### src/rtl/shift_add_multiplier.sv
// shift_add_multiplier: sequential unsigned shift-and-add multiplier with a fixed WIDTH-cycle latency
module shift_add_multiplier #(
  parameter int WIDTH = 8
) (
  input  logic               clk,
  input  logic               reset,
  input  logic               start,
  input  logic [WIDTH-1:0]   a,
  input  logic [WIDTH-1:0]   b,
  output logic [2*WIDTH-1:0] product,
  output logic               busy,
  output logic               done
);
  localparam int CW = $clog2(WIDTH) + 1;
  typedef enum logic [1:0] {IDLE, BUSY, DONE} state_t;
  state_t             state_q;
  logic [WIDTH-1:0]   mcand_q;
  logic [WIDTH-1:0]   mplier_q;
  logic [2*WIDTH-1:0] acc_q;
  logic [2*WIDTH-1:0] acc_d;
  logic [WIDTH:0]     sum_d;
  logic [CW-1:0]      cnt_q;
  // The add keeps its carry so the shifted-in top bit is never lost
  always_comb begin
    sum_d = {1'b0, acc_q[2*WIDTH-1:WIDTH]} + {1'b0, mplier_q[0] ? mcand_q : {WIDTH{1'b0}}};
    acc_d = {sum_d, acc_q[WIDTH-1:1]};
  end
  always_ff @(posedge clk) begin
    if (reset) begin
      state_q  <= IDLE;
      mcand_q  <= '0;
      mplier_q <= '0;
      acc_q    <= '0;
      cnt_q    <= '0;
      product  <= '0;
      busy     <= 1'b0;
      done     <= 1'b0;
    end else begin
      case (state_q)
        IDLE: if (start) begin
          mcand_q  <= a;
          mplier_q <= b;
          acc_q    <= '0;
          cnt_q    <= '0;
          product  <= '0;
          busy     <= 1'b1;
          state_q  <= BUSY;
        end
        BUSY: begin
          acc_q    <= acc_d;
          mplier_q <= mplier_q >> 1;
          cnt_q    <= cnt_q + CW'(1);
          if (cnt_q == CW'(WIDTH - 1)) begin
            product <= acc_d;
            busy    <= 1'b0;
            done    <= 1'b1;
            state_q <= DONE;
          end
        end
        DONE: begin
          done    <= 1'b0;
          state_q <= IDLE;
        end
        default: state_q <= IDLE;
      endcase
    end
  end
endmodule

### config.mk
export PLATFORM = sky130hd
export DESIGN_NAME = shift_add_multiplier
export DESIGN_NICKNAME = d
export VERILOG_FILES = /design/src/rtl/shift_add_multiplier.sv
export SDC_FILE = /design/constraint.sdc
export NUM_CORES = 1
export LEC_CHECK = 0
export CAP_MARGIN = 20
export CORE_MARGIN = 5
export CORE_UTILIZATION = 40
export DETAILED_ROUTE_END_ITERATION = 7
export PLACE_DENSITY = 0.67
export SYNTH_ARGS = -nofsm -noshare
export SYNTH_HDL_FRONTEND = slang
export SYNTH_SLANG_ARGS = --single-unit
### constraint.sdc
create_clock -name clk -period 2.2 [get_ports clk]
set_clock_uncertainty 0.05 [all_clocks]
set_input_delay 0.44 -clock clk [delete_from_list [all_inputs] [get_ports clk]]
set_output_delay 0.44 -clock clk [all_outputs]
set_load 0.05 [all_outputs]
# After elaboration in Yosys (flattened, before gate mapping)

Cells that the tools add are included.

Bits in registers: 56
Input bits: 19
Word-level logic and storage cells: 40

Add/subtract/negate cells: 2
Equal/unequal tests: 5
Mux-type cells: 17
Reductions and logical operators: 8

Operators with widths:

| cell                                                             | number |
|---|---|
| 16-bit one-hot mux with 2 select lines                           | 2 |
| 16-bit 2-to-1 mux                                                | 2 |
| 8-bit 2-to-1 mux                                                 | 2 |
| 8-bit one-hot mux with 2 select lines                            | 1 |
| 8-bit by 8-bit adder with 9-bit output                           | 1 |
| 4-bit one-hot mux with 2 select lines                            | 1 |
| 2-bit AND reduction                                              | 4 |
| 4-bit by 1-bit adder with 4-bit output (second input constant)   | 1 |
| 4-bit by 3-bit == test with 1-bit output (second input constant) | 1 |
| 2-bit 2-to-1 mux                                                 | 2 |
| 4-bit 2-to-1 mux                                                 | 1 |
| 2-bit inequality test (second input constant)                    | 2 |
| 1-bit one-hot mux with 2 select lines                            | 2 |
| 2-bit one-hot mux with 2 select lines                            | 1 |
| 2-bit nonzero test                                               | 2 |
| 1-bit 2-to-1 mux                                                 | 3 |
| 3-bit AND reduction                                              | 1 |
| 2-bit by 1-bit == test with 1-bit output (second input constant) | 1 |
| 2-bit == test (second input constant)                            | 1 |
| 2-bit logical NOT                                                | 1 |

# Logic depth before layout (Yosys ltp)

Gate-level depths: netlist (run 1).

Depth in word-level cells: 4
Depth in mapped cells: 7

# Least setup slack after synthesis (run 1)

No wires, ideal clock.

Path type: register -> register
Start point: reg mplier_q[0]
End point: reg product[13]
Library setup time: 0.124 ns
Arrival: 1.925 ns
Slack: 0.102 ns
Cell stages (with the launch flop): 8
Buffers on the path: 0
Path through: dfxtp_1 and2_1 ha_1 fa_1 a21o_1 a221oi_1 mux2i_1 o22ai_1

Word-level cells in the longest chain between the ends: 4

RTL lines:

| what                                   | RTL line | RTL |
|---|---|---|
| from (decl)                            | 18       | `logic [WIDTH-1:0] mplier_q;` |
| from (signal assigned)                 | 51       | `mplier_q <= mplier_q >> 1;` |
| 8-bit 2-to-1 mux                       | 25       | `sum_d = {1'b0, acc_q[2*WIDTH-1:WIDTH]} + {1'b0, mplier_q[0] ? mcand_q : {WIDTH{1'b0}}};` |
| 8-bit by 8-bit adder with 9-bit output | 25       |  |
| 16-bit 2-to-1 mux                      | 53       | `if (cnt_q == CW'(WIDTH - 1)) begin` |
| 16-bit one-hot mux with 2 select lines | 39       | `case (state_q)` |
| to (signal assigned)                   | 35       | `product <= '0;` |
| to (signal assigned)                   | 45       | `product <= '0;` |
| to (signal assigned)                   | 54       | `product <= acc_d;` |
| to (decl)                              | 10       | `output logic [2*WIDTH-1:0] product,` |

Every way passes these cells. The select of a mux whose other input is x is not followed.
A chain may end at the register's enable or synchronous reset.

# Worst setup path after layout (run 1)

Start point: reg mcand_q[0]
End point: reg product[13]

Word-level cells in the longest chain between the ends: 4

RTL lines:

| what                                   | RTL line | RTL |
|---|---|---|
| from (decl)                            | 17       | `logic [WIDTH-1:0] mcand_q;` |
| from (signal assigned)                 | 31       | `mcand_q <= '0;` |
| from (signal assigned)                 | 41       | `mcand_q <= a;` |
| 8-bit 2-to-1 mux                       | 25       |  |
| 8-bit by 8-bit adder with 9-bit output | 25       |  |
| 16-bit 2-to-1 mux                      | 53       |  |
| 16-bit one-hot mux with 2 select lines | 39       |  |

Every way passes these cells. The select of a mux whose other input is x is not followed.

==> flow_summary.toml, run 1 <==
[setup_path]
crit_fanout = 3
path_delay_family = "compound AO/OA/AOI/OAI gates"
cp_cell_sequence = "and2_4 -> ha_4 -> fa_2 -> a21o_1 -> a221oi_2 -> buf_4 -> mux2i_4 -> o22ai_1"
cp_slowest_stage_delay_ns = 0.36
crit_buf_inv = 1
end_kind = "register"
cp-start-kind = "register"
crit_slowest_cell = "fa_2"
worstPathRequired_ns = 2.35
cp_data_arrival_time_ns = 2.30
critPathKind = "register to register"

[timing]
min_period_over_period = 0.9808
max_clock_freq_mhz = 463.4
finalHoldViolations = 0
finalWorstSetupSlack_ns = 0.04226
max_slew_margin = 0.6302
slew_violations = 0
min_period_ns = 2.158
setup_viol = 0
rsz0062_at_grt = "true"
tightest_slew_ns = 0.5527

[finish]
fin_cells = 416
finish.instance_area_um2 = 3137
antennaDiodeCount = 0
drive_gt1_frac = 0.1085
fin_util = 0.5267
syn_to_final_growth_pct = 26.68
fin_nets = 369

[floorplanning]
die_width_um = 88.68
die-area_um2 = 7864
start_util = 0.4158
boundaryPins = 37
coreArea_um2 = 5956
row_count = 28
die_h_um = 88.68

[logic_synthesis]
ys.warnings.count = 0
synth_top_cell_by_area = "dfxtp_1"
synth_compound_area_frac = 0.1920
synth-simple-area-share = 0.2506
syn_avg_cell_area_um2 = 8.281
ys_ff_latch = 55
synth-seq-area-share = 0.4447
synth_cell_types = 42
synth_top_area_share = 0.4447
netlist_area_um2 = 2476
yosys-mux-area-fraction = 0.01668
synth-adder-area-share = 0.05356
syn-instance-count = 299
synth_top_family_by_area = "simple AND/OR/NAND/NOR gates"
synth_area_leaders = "dfxtp_1, a21oi_1, nand2_1"
synthXorXnorAreaFrac = 0.003537
syn_nets = 328

[job]
maxCapViolCount = 0

[drt]
finalWirelength_um = 5692
first_pass_iters = 4
drtIter0Drc = 115
drc = 0
avgViaCountPerCell = 5.397
vias = 2245
wl_per_cell_um = 13.68
ant_nets = 0

[place]
placedCellCount = 407
dpl.hpwl_um = 3955
place_area_um2 = 2968
numPortBuffers = 36
placement.setup.worst_slack_ns = -0.05103
place_congestion = 0.8196

[clocking]
cts_buffers = 5
worstSkewPairLatency_ns = 0.32
cts_hold_buf = 0
cts_buffer_depth = 2
root_buffer = "clkbuf_8"
cts_tree = "built"
clkTransAtPathRegs_ns = 0.10
clock_sinks = 55
cts-htree-levels = 2

[power_and_ir_drop]
internal_power_mw = 1.486
p_sw_uw = 491.9
combPwrFrac = 0.108
clkPwrFrac = 0.366
p_per_area_nw_per_um2 = 630.5
leakage_nw = 1.216
power_frac_seq = 0.525
power_mw = 1.978
switching_share = 0.2487
irDropWorstVdd_mv = 0.3150

[global_route]
grt_pass1_vias = 2088
grt_max_degree = 33
grt_antenna_before_repair = 0
grt_pass1_wl_um = 9591
grt_usage = 0.1552
grt_overflow = 0

[worst_hold_path]
hp-class = "register to register"

[status]
outcome = "finished clean"
## worst min-delay path: cells and delay by family (launching register included)
family	cells	cell delay, ns
DFF	1	0.32
and+or+nand+nor	1	0.05
AOI/OAI and AO/OA	1	0.05
## sequential cells by signal, indices dropped and copies added, names as in the netlist
name / count
product: 16
acc_q: 15
mcand_q: 8
mplier_q: 8
cnt_q: 4
state_q: 2
busy: 1
done: 1
## cell usage after synthesis
| master | number |
|---|---|
| a211o_1 | 1 |
| a21oi_1 | 51 |
| buf_2 | 2 |
| fa_1 | 1 |
| and3_1 | 2 |
| or3_1 | 2 |
| nand4_1 | 2 |
| o21a_1 | 1 |
| mux2i_1 | 3 |
| nor2_1 | 22 |
| or2_1 | 1 |
| a31oi_1 | 1 |
| o21ai_0 | 4 |
| xor2_1 | 1 |
| nand2_1 | 40 |
| or4_1 | 2 |
| o311ai_1 | 1 |
| dfxtp_1 | 55 |
| nor3b_1 | 1 |
| mux2_2 | 1 |
| nand4b_1 | 2 |
| o22ai_1 | 3 |
| nor3_1 | 3 |
| o21ai_2 | 1 |
| a221oi_1 | 1 |
| inv_1 | 3 |
| and2_1 | 18 |
| ha_1 | 9 |
| nor3b_2 | 1 |
| nand2b_1 | 7 |
| a2111o_1 | 1 |
| nor2b_1 | 1 |
| a22oi_1 | 8 |
| o211ai_1 | 3 |
| buf_1 | 1 |
| a2111oi_0 | 1 |
| or3b_1 | 1 |
| nand3b_1 | 2 |
| a21o_1 | 4 |
| clkbuf_1 | 16 |
| nand3_1 | 18 |
| buf_6 | 1 |
## power by group through the flow
| stage | registers (mW) | clock network, mW | logic (mW) |
|---|---|---|---|
| 6_report | 1.04 | 0.725 | 0.214 |
| 5_1_grt | 1.04 | 0.779 | 0.240 |
| 4_1_cts | 1.04 | 0.737 | 0.214 |
| 3_5_place_dp | 1.06 | 0 | 0.212 |
| 3_3_place_gp | 1.06 | 0 | 0.209 |
| 2_1_floorplan | 1.06 | 0 | 0.121 |
## final timing paths
kind / startpoint / to / slack (ns) / cells past startpoint
worst max-delay path: mcand_q[0]$_SDFFE_PP0P_ / product[13]$_SDFFE_PP0P_ / 0.04 / 8
worst min register to register: mcand_q[1]$_SDFFE_PP0P_ / mcand_q[1]$_SDFFE_PP0P_ / 0.41 / 2
worst max register to register: mcand_q[0]$_SDFFE_PP0P_ / product[13]$_SDFFE_PP0P_ / 0.04 / 8
worst min-delay path: mcand_q[1]$_SDFFE_PP0P_ / mcand_q[1]$_SDFFE_PP0P_ / 0.41 / 2
## placed cells by master (no fill, tap or decap), types with 2 or more instances in the layout
cell type / synthesis / final
ha_1: 9 / 8
inv_1: 3 / 3
and3_1: 2 / 2
nand4b_1: 2 / 2
clkdlybuf4s50_1: 0 / 35
dfxtp_2: 0 / 2
a21o_1: 4 / 4
a21oi_1: 51 / 51
dfxtp_1: 55 / 53
or4_1: 2 / 2
nand2_1: 40 / 40
mux2i_1: 3 / 2
o22ai_1: 3 / 3
and2_1: 18 / 17
nor3_1: 3 / 3
o211ai_1: 3 / 3
nand3_1: 18 / 18
nand3b_1: 2 / 2
o21ai_0: 4 / 4
buf_4: 0 / 18
clkbuf_8: 0 / 6
nand2b_1: 7 / 7
nand4_1: 2 / 2
nor2_1: 22 / 22
or3_1: 2 / 2
a22oi_1: 8 / 8
## layer usage
metal | vias up | part of all wire | GRT usage
met1 | 1065 | 0.48 | 0.2075
met4 | 0 | 0.014 | 0.05769
met2 | 47 | 0.47 | 0.2483
met5 | - | 0 | 0
met3 | 4 | 0.041 | 0.02980
li1 | 1129 | - | -
## logic make-up (layout without fill, tap and decap cells)
kind of cell	after synthesis	after routing
mux	4	4
fa+ha+maj	10	10
buf+inv	23	65
flops	55	55
compound gates	81	81
simple gates	125	125
xor+xnor	1	1
## repair_timing
action / in CTS / in global routing
pin swaps: 0 / 4
resized for setup: 3 / 7
setup endpoints to repair: 2 / 3
setup buffers: 0 / 1
## layout make-up
| cell class | instances | area, µm² |
|---|---|---|
| Fill cell | 603 | 2819 |
| Multi-Input combinational cell | 221 | 1316 |
| Sequential cell | 55 | 1104 |
| Timing Repair Buffer | 54 | 490.5 |
| Tap cell | 75 | 93.84 |
| Clock buffer | 6 | 82.58 |
| Clock inverter | 2 | 38.79 |
| Inverter | 3 | 11.26 |
## through the flow
step / hold WS [ns] / setup TNS (ns)
4_1_cts: 0.4096 / 0
5_1_grt: 0.4333 / -0.02207
2_1_floorplan: 0.3817 / 0
3_3_place_gp: 0.3928 / -0.1275
3_5_place_dp: 0.3954 / -0.07111
6_report: 0.4071 / 0
No activity file was read; power rests on OpenSTA's default activity.
==> run 2: changes to the inputs <==
--- a/config.mk
+++ b/config.mk
@@ -7,9 +7,10 @@
 export LEC_CHECK = 0
 export CAP_MARGIN = 20
 export CORE_MARGIN = 5
-export CORE_UTILIZATION = 40
+export CORE_UTILIZATION = 48
 export DETAILED_ROUTE_END_ITERATION = 7
-export PLACE_DENSITY = 0.67
+export GPL_TIMING_DRIVEN = 0
+export PLACE_DENSITY = 0.78
 export SYNTH_ARGS = -nofsm -noshare
 export SYNTH_HDL_FRONTEND = slang
 export SYNTH_SLANG_ARGS = --single-unit
==> run 2 against run 1 <==
Highest routed layer unchanged. Design area is 0.88% lower. Register-to-register slack improved by 0.05 ns. Critical path type unchanged. Global-route usage is 3.8 points higher. Critical path depth decreased by 1. Die area down 15%. Sequential share of layout area increased by 0.35 points. Critical endpoint is now acc_q[13]$_SDFFE_PP0P_. Largest cell class unchanged. Cell count grew 0.48%.
==> flow_summary.toml, run 2 (same netlist as run 1, synthesis figures left out) <==
[status]
outcome = "finished clean"

[worst_hold_path]
hp-class = "register to register"

[timing]
fin_setup_tns_ns = 0
finalHoldViolations = 0
rsz0062_at_grt = "true"
setup_viol = 0
min_period_ns = 2.113
tightest_slew_ns = 0.5616
finalWorstSetupSlack_ns = 0.08747
max_clock_freq_mhz = 473.4
slew_violations = 0
hold_ws_ns = 0.4061
min_period_over_period = 0.9602
max_slew_margin = 0.6256

[drt]
drtIter0Drc = 159
vias = 2323
ant_nets = 0
drc = 0
wl_per_cell_um = 14.43
first_pass_iters = 5
avgViaCountPerCell = 5.557
finalWirelength_um = 6033

[power_and_ir_drop]
leakage_nw = 1.163
irDropWorstVdd_mv = 0.4528
p_per_area_nw_per_um2 = 584.4

[place]
dpl.hpwl_um = 4258
placedCellCount = 405
numPortBuffers = 36
place_congestion = 0.8732
placement.setup.worst_slack_ns = -0.1985

[global_route]
grt_pass1_wl_um = 10050
grt_usage = 0.1929
grt_max_degree = 17
grt_antenna_before_repair = 0
grt_overflow = 0
grt_pass1_vias = 2184

[finish]
antennaDiodeCount = 0
fin_cells = 418
reg_top3 = "product (16), acc_q (15)"
largest_reg_flops = 16
mostFrequentLayoutCells = "dfxtp_1, a21oi_1, nand2_1"
fin_nets = 376
syn_to_final_growth_pct = 25.57
drive_gt1_frac = 0.07759
regMostFlops = "product"
layout_commonest_cell = "dfxtp_1"

[clocking]
cts-htree-levels = 2
cts_buffers = 5
cts_tree = "built"
clkTransAtPathRegs_ns = 0.10
cts_buffer_depth = 2
cts_hold_buf = 0
worstSkewPairLatency_ns = 0.31
clock_sinks = 55
root_buffer = "clkbuf_8"

[setup_path]
crit_fanout = 7
cp_data_arrival_time_ns = 2.25
cp-start-kind = "register"
worstPathRequired_ns = 2.33
critPathKind = "register to register"
end_kind = "register"

[floorplanning]
coreArea_um2 = 5075
die-area_um2 = 6695
boundaryPins = 37
row_count = 26
die_width_um = 81.83
start_util = 0.4879
die_h_um = 81.83

[job]
maxCapViolCount = 0
-- run 2: path summary, 6_finish.rpt --
kind	slack, ns	start	to	cells past startpoint
worst max register to register	0.09	mplier_q[0]$_SDFFE_PP0P_	acc_q[13]$_SDFFE_PP0P_	7
worst min register to register	0.41	mcand_q[5]$_SDFFE_PP0P_	mcand_q[5]$_SDFFE_PP0P_	2
worst min-delay path	0.41	mcand_q[5]$_SDFFE_PP0P_	mcand_q[5]$_SDFFE_PP0P_	2
worst max-delay path	0.09	mplier_q[0]$_SDFFE_PP0P_	acc_q[13]$_SDFFE_PP0P_	7
-- run 2: final cells by class --
cell class              count  area (µm²)
fillers                   492        1966
multi-input cells         221        1334
flip-flops and latches     55        1105
repair buffers             41       397.9
plain buffers              20       88.84
well taps                  70       87.58
clock buffers               6       72.57
clock inverters             2       12.51
inverters                   3       11.26
-- run 2: repair_timing --
item / 4_1_cts / 5_1_grt
buffers inserted: 3 / 2
endpoints found under the setup margin: 3 / 9
pin swaps: 5 / 4
cloned: 0 / 0
resized for setup: 6 / 9
-- run 2: critical path, stage by stage (launching register included) --
cell and delay (ns):
dfxtp_4 0.37, and2_4 0.14, ha_4 0.15, fa_2 0.35, a21o_1 0.22, a221oi_4 0.30, mux2i_2 0.31, a21oi_1 0.10
-- run 2: per-stage QoR --
stage | area [µm²] | power (mW) | util
3_3_place_gp | 2924 | 1.265 | 0.5762
4_1_cts | 3049 | 1.811 | 0.6008
6_report | 3109 | 1.817 | 0.6127
5_1_grt | 3109 | 1.888 | 0.6127
2_1_floorplan | 2476 | 1.186 | -
3_5_place_dp | 2924 | 1.270 | 0.5762
-- run 2: routing by layer --
layer / routed length (µm) / vias to the layer above / global-route usage
met1: 2747 / 1098 / 0.2447
li1: - / 1140 / -
met5: 0 / - / 0
met3: 330 / 9 / 0.03947
met2: 2884 / 76 / 0.3296
met4: 70 / 0 / 0.05648
-- run 2: power breakdown --
part | internal [mW] | switching (mW)
logic | 0.0835 | 0.133
registers | 1.02 | 0.0168
clock network | 0.224 | 0.338
total | 1.33 | 0.488
